--- src/rtl/ysyx_23060171_mcore.sv ---
// ysyx_23060171_mcore: multi-cycle RV32I/E subset core (addi, add, lui, auipc, jal, jalr, ebreak)
module ysyx_23060171_mcore #(
  parameter logic [31:0] RESET_PC    = 32'h8000_0000,
  parameter int          NR_GPR      = 32,
  parameter int unsigned IFU_TIMEOUT = 255
) (
  input  logic        clk,
  input  logic        rst,
  output logic        ifu_req_valid,
  input  logic        ifu_req_ready,
  output logic [31:0] ifu_addr,
  input  logic        ifu_rsp_valid,
  input  logic [31:0] ifu_rsp_inst,
  output logic [31:0] pc,
  output logic        commit,
  output logic        halt,
  output logic [1:0]  fault
);
  localparam int AW = $clog2(NR_GPR);
  typedef enum logic [1:0] {FETCH_REQ, FETCH_WAIT, EXEC, HALT} state_t;
  state_t      state_q, state_d;
  logic [31:0] pc_q, pc_d, inst_q, inst_d, cnt_q, cnt_d;
  logic [1:0]  fault_q, fault_d;
  logic [31:0] rf [NR_GPR];
  logic [6:0]  op, f7;
  logic [2:0]  f3;
  logic [4:0]  rd, rs1, rs2;
  logic        is_addi, is_add, is_lui, is_auipc, is_jal, is_jalr, is_ebreak;
  logic        uses_rd, uses_rs1, bad_idx, legal, wen;
  logic [31:0] rs1_v, rs2_v, imm_i, imm_u, imm_j, pc4, wdata, npc;
  assign op        = inst_q[6:0];
  assign f3        = inst_q[14:12];
  assign f7        = inst_q[31:25];
  assign rd        = inst_q[11:7];
  assign rs1       = inst_q[19:15];
  assign rs2       = inst_q[24:20];
  assign is_addi   = op == 7'h13 && f3 == 3'd0;
  assign is_add    = op == 7'h33 && f3 == 3'd0 && f7 == 7'd0;
  assign is_lui    = op == 7'h37;
  assign is_auipc  = op == 7'h17;
  assign is_jal    = op == 7'h6f;
  assign is_jalr   = op == 7'h67 && f3 == 3'd0;
  assign is_ebreak = inst_q == 32'h0010_0073;
  assign uses_rd   = is_addi | is_add | is_lui | is_auipc | is_jal | is_jalr;
  assign uses_rs1  = is_addi | is_add | is_jalr;
  // RV32E: only register fields the instruction actually uses are range-checked
  assign bad_idx   = NR_GPR == 16 && ((uses_rd && rd[4]) || (uses_rs1 && rs1[4]) || (is_add && rs2[4]));
  assign legal     = (uses_rd | is_ebreak) & ~bad_idx;
  assign rs1_v     = rf[rs1[AW-1:0]];
  assign rs2_v     = rf[rs2[AW-1:0]];
  assign imm_i     = {{20{inst_q[31]}}, inst_q[31:20]};
  assign imm_u     = {inst_q[31:12], 12'd0};
  assign imm_j     = {{12{inst_q[31]}}, inst_q[19:12], inst_q[20], inst_q[30:21], 1'b0};
  assign pc4       = pc_q + 32'd4;
  assign wdata     = is_addi ? rs1_v + imm_i : is_add ? rs1_v + rs2_v : is_lui ? imm_u :
                     is_auipc ? pc_q + imm_u : pc4;
  assign npc       = is_jal ? pc_q + imm_j : is_jalr ? (rs1_v + imm_i) & ~32'd1 : pc4;
  assign wen       = state_q == EXEC && legal && uses_rd && rd != 5'd0;
  assign rf[0]     = '0;
  for (genvar r = 1; r < NR_GPR; r++) begin : g_gpr
    logic [31:0] x_q;
    always_ff @(posedge clk) begin
      if (rst) x_q <= '0;
      else if (wen && rd[AW-1:0] == AW'(r)) x_q <= wdata;
    end
    assign rf[r] = x_q;
  end
  always_comb begin
    state_d = state_q;
    pc_d    = pc_q;
    inst_d  = inst_q;
    cnt_d   = cnt_q;
    fault_d = fault_q;
    case (state_q)
      FETCH_REQ: begin
        state_d = ifu_req_ready ? FETCH_WAIT : FETCH_REQ;
        cnt_d   = '0;
      end
      FETCH_WAIT: begin
        if (ifu_rsp_valid) begin
          inst_d  = ifu_rsp_inst;
          state_d = EXEC;
        end else if (IFU_TIMEOUT != 0 && cnt_q + 32'd1 == IFU_TIMEOUT) begin
          state_d = HALT;
          fault_d = 2'd3;
        end else begin
          cnt_d = cnt_q + 32'd1;
        end
      end
      EXEC: begin
        state_d = (legal && !is_ebreak) ? FETCH_REQ : HALT;
        fault_d = !legal ? 2'd2 : is_ebreak ? 2'd1 : 2'd0;
        pc_d    = (legal && !is_ebreak) ? npc : pc_q;
      end
      default: ;
    endcase
  end
  always_ff @(posedge clk) begin
    if (rst) begin
      state_q <= FETCH_REQ;
      pc_q    <= RESET_PC;
      inst_q  <= '0;
      cnt_q   <= '0;
      fault_q <= '0;
    end else begin
      state_q <= state_d;
      pc_q    <= pc_d;
      inst_q  <= inst_d;
      cnt_q   <= cnt_d;
      fault_q <= fault_d;
    end
  end
  // outputs are forced to reset values combinationally while rst is held
  assign ifu_req_valid = !rst && state_q == FETCH_REQ;
  assign pc            = rst ? RESET_PC : pc_q;
  assign ifu_addr      = pc;
  assign commit        = !rst && state_q == EXEC && legal;
  assign halt          = !rst && state_q == HALT;
  assign fault         = rst ? 2'd0 : fault_q;
endmodule

--- config.mk ---
export PLATFORM = sky130hd
export DESIGN_NAME = ysyx_23060171_mcore
export DESIGN_NICKNAME = d
export VERILOG_FILES = /design/src/rtl/ysyx_23060171_mcore.sv
export SDC_FILE = /design/constraint.sdc
export NUM_CORES = 2
export LEC_CHECK = 0
export CORE_MARGIN = 1
export CORE_UTILIZATION = 24
export DETAILED_ROUTE_END_ITERATION = 12
export PLACE_DENSITY = 0.38
export SLEW_MARGIN = 10
export SYNTH_ARGS = -nofsm -noshare
export SYNTH_HDL_FRONTEND = slang
export SYNTH_SLANG_ARGS = --single-unit
--- constraint.sdc ---
create_clock -name clk -period 5.75 [get_ports clk]
set_clock_uncertainty 0.15 [all_clocks]
set_input_delay 0.575 -clock clk [delete_from_list [all_inputs] [get_ports clk]]
set_output_delay 0.575 -clock clk [all_outputs]
set_load 0.01 [all_outputs]
**Word-level counts from Yosys, hierarchy flattened**

Cells that the tools add are included.

- Multiplexer cells: 26
- Equality and inequality tests: 46
- Bitwise logic cells: 8
- $lt $le $gt $ge: 2
- Reduce and logical (&&, ||, !) cells: 57
- Add/sub/neg operators: 6

Operators with widths:

| kind | number |
|---|---|
| $mux W32 | 13 |
| $bmux W32 S5 | 2 |
| $add A32 B32 Y32 | 4 |
| $eq A5 B5 Y1 const B | 16 |
| $pmux W32 S2 | 1 |
| $logic_and A1 B1 Y1 | 43 |
| $eq A5 B4 Y1 const B | 8 |
| $add A32 B1 Y32 const B | 1 |
| $add A32 B3 Y32 const B | 1 |
| $eq A32 B21 Y1 const B | 1 |
| $eq A32 B8 Y1 const B | 1 |
| $eq A5 B3 Y1 const B | 4 |
| $eq A7 B5 Y1 const B | 2 |
| $eq A7 B6 Y1 const B | 2 |
| $eq A7 B7 Y1 const B | 2 |
| $ge A6 B6 Y1 const B | 2 |
| $mux W2 | 6 |
| $not A5 Y6 | 2 |
| $eq A5 B2 Y1 const B | 2 |
| $logic_not A7 Y1 | 1 |
| $ne A2 B2 Y1 const B | 3 |
| $or A1 B1 Y1 | 6 |
| $pmux W2 S3 | 1 |
| $reduce_and A2 Y1 | 3 |
| other kinds (13) | 18 |

- Logic and storage cells: 181
- Bits in registers: 1092
- Output and inout port bits: 69
- Input port bits: 36

**Depth between registers and ports, before layout**

- Depth after elaboration: 13
- Depth in mapped cells: 23
- Gate-level depth less buffers: 17

**Least setup slack after synthesis**

Ideal clock, no wire load.

- Kind: register to register
- Start point: reg inst_q[15]
- End point: reg g_gpr[4].x_q[31]
- Clock period less this slack: 6.198 ns
- Setup time: 0.125 ns
- Path buffers: 6
- Arrival time: 5.922 ns
- Setup slack: -0.448 ns
- Required time: 5.475 ns
- Cell stages (with the launch flop): 21
- Path through: dfxtp_1 buf_2 clkbuf_1 clkbuf_1 buf_1 mux4_2 mux4_2 mux2_2 ha_1 clkbuf_1 o21a_1 a21boi_0 a2111oi_0 a31oi_1 o31a_1 a2111oi_0 o31ai_1 xnor2_1 a22oi_1 clkbuf_1 o21ai_0

- Word-level cells in the longest chain between the ends: 7
- Elaborated cells between the ends (all ways): 17
- Those cells by class: add/sub: 3; eq/ne: 1; mux: 7; bitwise: 2; reduce/logical: 4

RTL lines:

| item | line | text |
|---|---|---|
| start: declaration | 22 | `logic [31:0] pc_q, pc_d, inst_q, inst_d, cnt_q, cnt_d;` |
| start signal: assignment | 108 | `inst_q <= inst_d;` |
| $not A5 Y6 (not written as such) | 49 | `assign rs1_v = rf[rs1[AW-1:0]];` |
| $bmux W32 S5 | 49 |  |
| $mux W32 (not written as such) (2 in a row) | 49 |  |
| $add A32 B32 Y32 | 55 | `assign wdata = is_addi ? rs1_v + imm_i : is_add ? rs1_v + rs2_v : is_lui ? imm_u :` |
| $mux W32 (2 in a row) | 55 |  |
| end signal: assignment | 64 | `else if (wen && rd[AW-1:0] == AW'(r)) x_q <= wdata;` |
| end: declaration | 61 | `logic [31:0] x_q;` |

Several ways; a longest one is shown, not always the timed one. The select of a mux whose other input is x is not followed.
A chain may end at the register's enable or synchronous reset.

**Worst setup path in the final report**

- Start point: reg inst_q[16]
- End point: reg g_gpr[31].x_q[23]

- Word-level cells in the longest chain between the ends: 7
- Elaborated cells between the ends (all ways): 17
- Those cells by class: add/sub: 3; eq/ne: 1; mux: 7; bitwise: 2; reduce/logical: 4

RTL lines:

| item | line |
|---|---|
| $not A5 Y6 (not written as such) | 49 |
| $bmux W32 S5 | 49 |
| $mux W32 (not written as such) (2 in a row) | 49 |
| $add A32 B32 Y32 | 55 |
| $mux W32 (2 in a row) | 55 |
| end signal: assignment | 64 |
| end: declaration | 61 |

Several ways; a longest one is shown, not always the timed one. The select of a mux whose other input is x is not followed.

==> out/metrics.cfg <==
[logic_synthesis]
synth_area_leader_cell = dfxtp_1
synth.distinct_cells = 88
synth_most_common_cell = nand2_1
synth-seq-area-share_pct = 35.1
synth-async-reset-ratio_pct = 0
netlist_instances = 6795
synth_edf_count = 0
synth_top_area_share_pct = 35.1
synthFlopType = dfxtp_1
synth_warnings = 0
ys_ff_latch = 1091
syn-cell-area_um2 = 62200
synth_common_cells = nand2_1, dfxtp_1, a21oi_1
synth_area_per_cell_um2 = 9.16
netlist_top_cells_area = dfxtp_1, mux4_2, nand2_1

[clock_network]
clkSinkCount = 1091
h-tree-depth = 4
cts_tree = yes
ctsHoldBuffers = 0
cts_buffers = 135
clk_pin_slew_ns = 0.06
clk_path_buf_depth = 3
clockRootBuffer = clkbuf_16
insertion_delay_ns = 0.82

[finish]
nets = 6924
drive_gt1_share_pct = 21.0
fin_cells = 10300
area_growth_pct = 18.9
fillCellCount = 27000

[job]
drv_cap = 0

[setup_path]
critPathKind = reg2reg
r2r_start = inst_q[16]
end_kind = flop
worst-r2r-setup-slack_ns = 0.1
r2r-end = g_gpr[31].x_q[23]
critPathArrivalTime_ns = 6.22
cp.required_ns = 6.31
startpoint_type = flop
reg2reg_depth = 19
critPathMaxFanout = 31

[placement]
gp_congestion = 0.892
dp_cells = 9994
dp_slack_ns = -0.261
dp_hpwl_mm = 193
port_buffers = 102

[route]
viasPerCell = 5.46
routed_wl_mm = 293
first_pass_iters = 5
post_drt_wl_per_cell_um = 28.6
drtAntennaViolNets = 0
first_iter_violations = 5340
vias = 56000
drc = 0

[floorplanning]
die_height_um = 511
core_um2 = 257000
fp.dieArea_um2 = 261000
die_w_um = 511
initial_core_util_pct = 24.2
rows = 186
io_pins = 105

[min_path]
hp-class = in2reg
holdPathEnd = fault_q[1]
whs_path_depth = 2
min_from = rst

[global_route]
grt_pass1_vias = 53800
antenna_found_initial = 8
grtUsageTotal_pct = 21.8
grt_first_pass_wirelength_mm = 417
grt-ovfl-total = 0
grt_max_degree = 178

[pwr]
p_leak_nw = 23.8
power_mw = 17.7
ir_worst_vdd_uv = 267
p_per_area_nw_per_um2 = 240

[sta]
holdWs_ns = 0.0702
finalHoldViolCount = 0
period_share_pct = 98.3
rsz0062_at_grt = false
fmax_mhz = 177
fin_crit_ns = 5.65
tightest_slew_ns = 1.29
setup_viol = 0
slew_headroom_pct = 13.6
final_max_slew_viol_count = 0
worst_slack_ns = 0.0997

[outcome]
status = finished, final reports clean

==> worst max-delay path by stage <==
stage,start,slack [ns],to,cells past startpoint
after floorplan,inst_q[20],0.002,g_gpr[4].x_q[31],19
after CTS,inst_q[15],0.03,g_gpr[23].x_q[30],20
after global routing,inst_q[15],0.003,g_gpr[17].x_q[27],20
after detailed placement,inst_q[20],-0.26,g_gpr[23].x_q[30],19
final,inst_q[16],0.1,g_gpr[31].x_q[23],19
after global placement,inst_q[20],-0.24,g_gpr[17].x_q[30],19
==> routing by layer <==
metal	part of all wire [%]	wire length (um)	GRT usage [%]
met1	45	131000	30.1
met2	45	132000	34.3
met3	6.8	19900	3.74
met5	0.0044	13	0
met4	3.5	10300	7.48
==> sequential cells by signal (all words and copies together) (netlist names) <==
signal,flops
fault_q,2
state_q,2
g_gpr.x_q,992
cnt_q,32
inst_q,32
pc_q,31
==> stage by stage <==
step                util (%)  area [um2]  TNS, ns
floorplan                  -       62300        0
global placement        26.8       69100    -6.63
detailed placement      26.9       69100    -7.62
CTS                     28.6       73500        0
global route            28.7       74000        0
finish                  28.7       74000        0
==> power by group <==
group          leakage (nW)  switching (mW)  internal [mW]
clock                  2.10            3.67           4.93
combinational          12.9           0.923          0.542
sequential             8.79          0.0863           7.58
total                  23.8            4.68           13.0
==> layout make-up <==
class,count,area (um2),share of cell area [%]
multi-input combinational,4989,38000,51.4
inverter,31,124,0.167
antenna,2,5.00,0.00677
clock buffer,200,3950,5.34
timing repair buffer,526,5410,7.32
tap,3384,4230,5.72
clock inverter,33,357,0.482
sequential,1091,21900,29.6
==> worst max-delay path, stage by stage (launching register included) <==
cell and delay [ns]:
dfxtp_4 0.48, buf_4 0.24, buf_12 0.21, mux2_2 0.38
a22o_1 0.22, mux4_2 0.46, mux2_2 0.35, ha_1 0.32
buf_4 0.12, nand2_1 0.06, o21a_1 0.20, or3_1 0.43
a31oi_2 0.29, o31a_1 0.28, buf_4 0.18, a31oi_1 0.10
xnor2_1 0.42, o221ai_2 0.20, buf_12 0.22, o22ai_1 0.17
==> repair_timing <==
action / in CTS / in global routing
pin swaps: 1 / 2
gates resized for setup: 4 / 30
setup endpoints to repair: 129 / 247
setup buffers: 7 / 16
gates cloned: 0 / 4
==> cells by family (layout without fill, tap and decap cells) <==
group / Yosys count / count (layout) / synth area share (%)
compound gates: 1764 / 1764 / 17.6
xor+xnor: 130 / 130 / 1.83
fa+ha+maj: 114 / 114 / 2.34
buf+inv: 716 / 790 / 4.68
flops: 1091 / 1091 / 35.1
mux: 711 / 711 / 23.0
other cells: 1 / 4 / 0.00603
simple gates: 2268 / 2268 / 15.4
==> cell usage in the layout, fill, tap and decap left out, types with 77 or more instances in the layout <==
cell type           n
nand2_1          1425
mux4_2            564
o21ai_0           205
a211oi_1          306
xnor2_1            77
a21oi_1           672
o22ai_1           194
nor2_1            416
buf_4             329
dfxtp_1          1080
clkdlybuf4s50_1   101
clkbuf_16         144
mux2_2            124
ha_1              110
buf_12             83
Power figures use the tool's default switching activity.
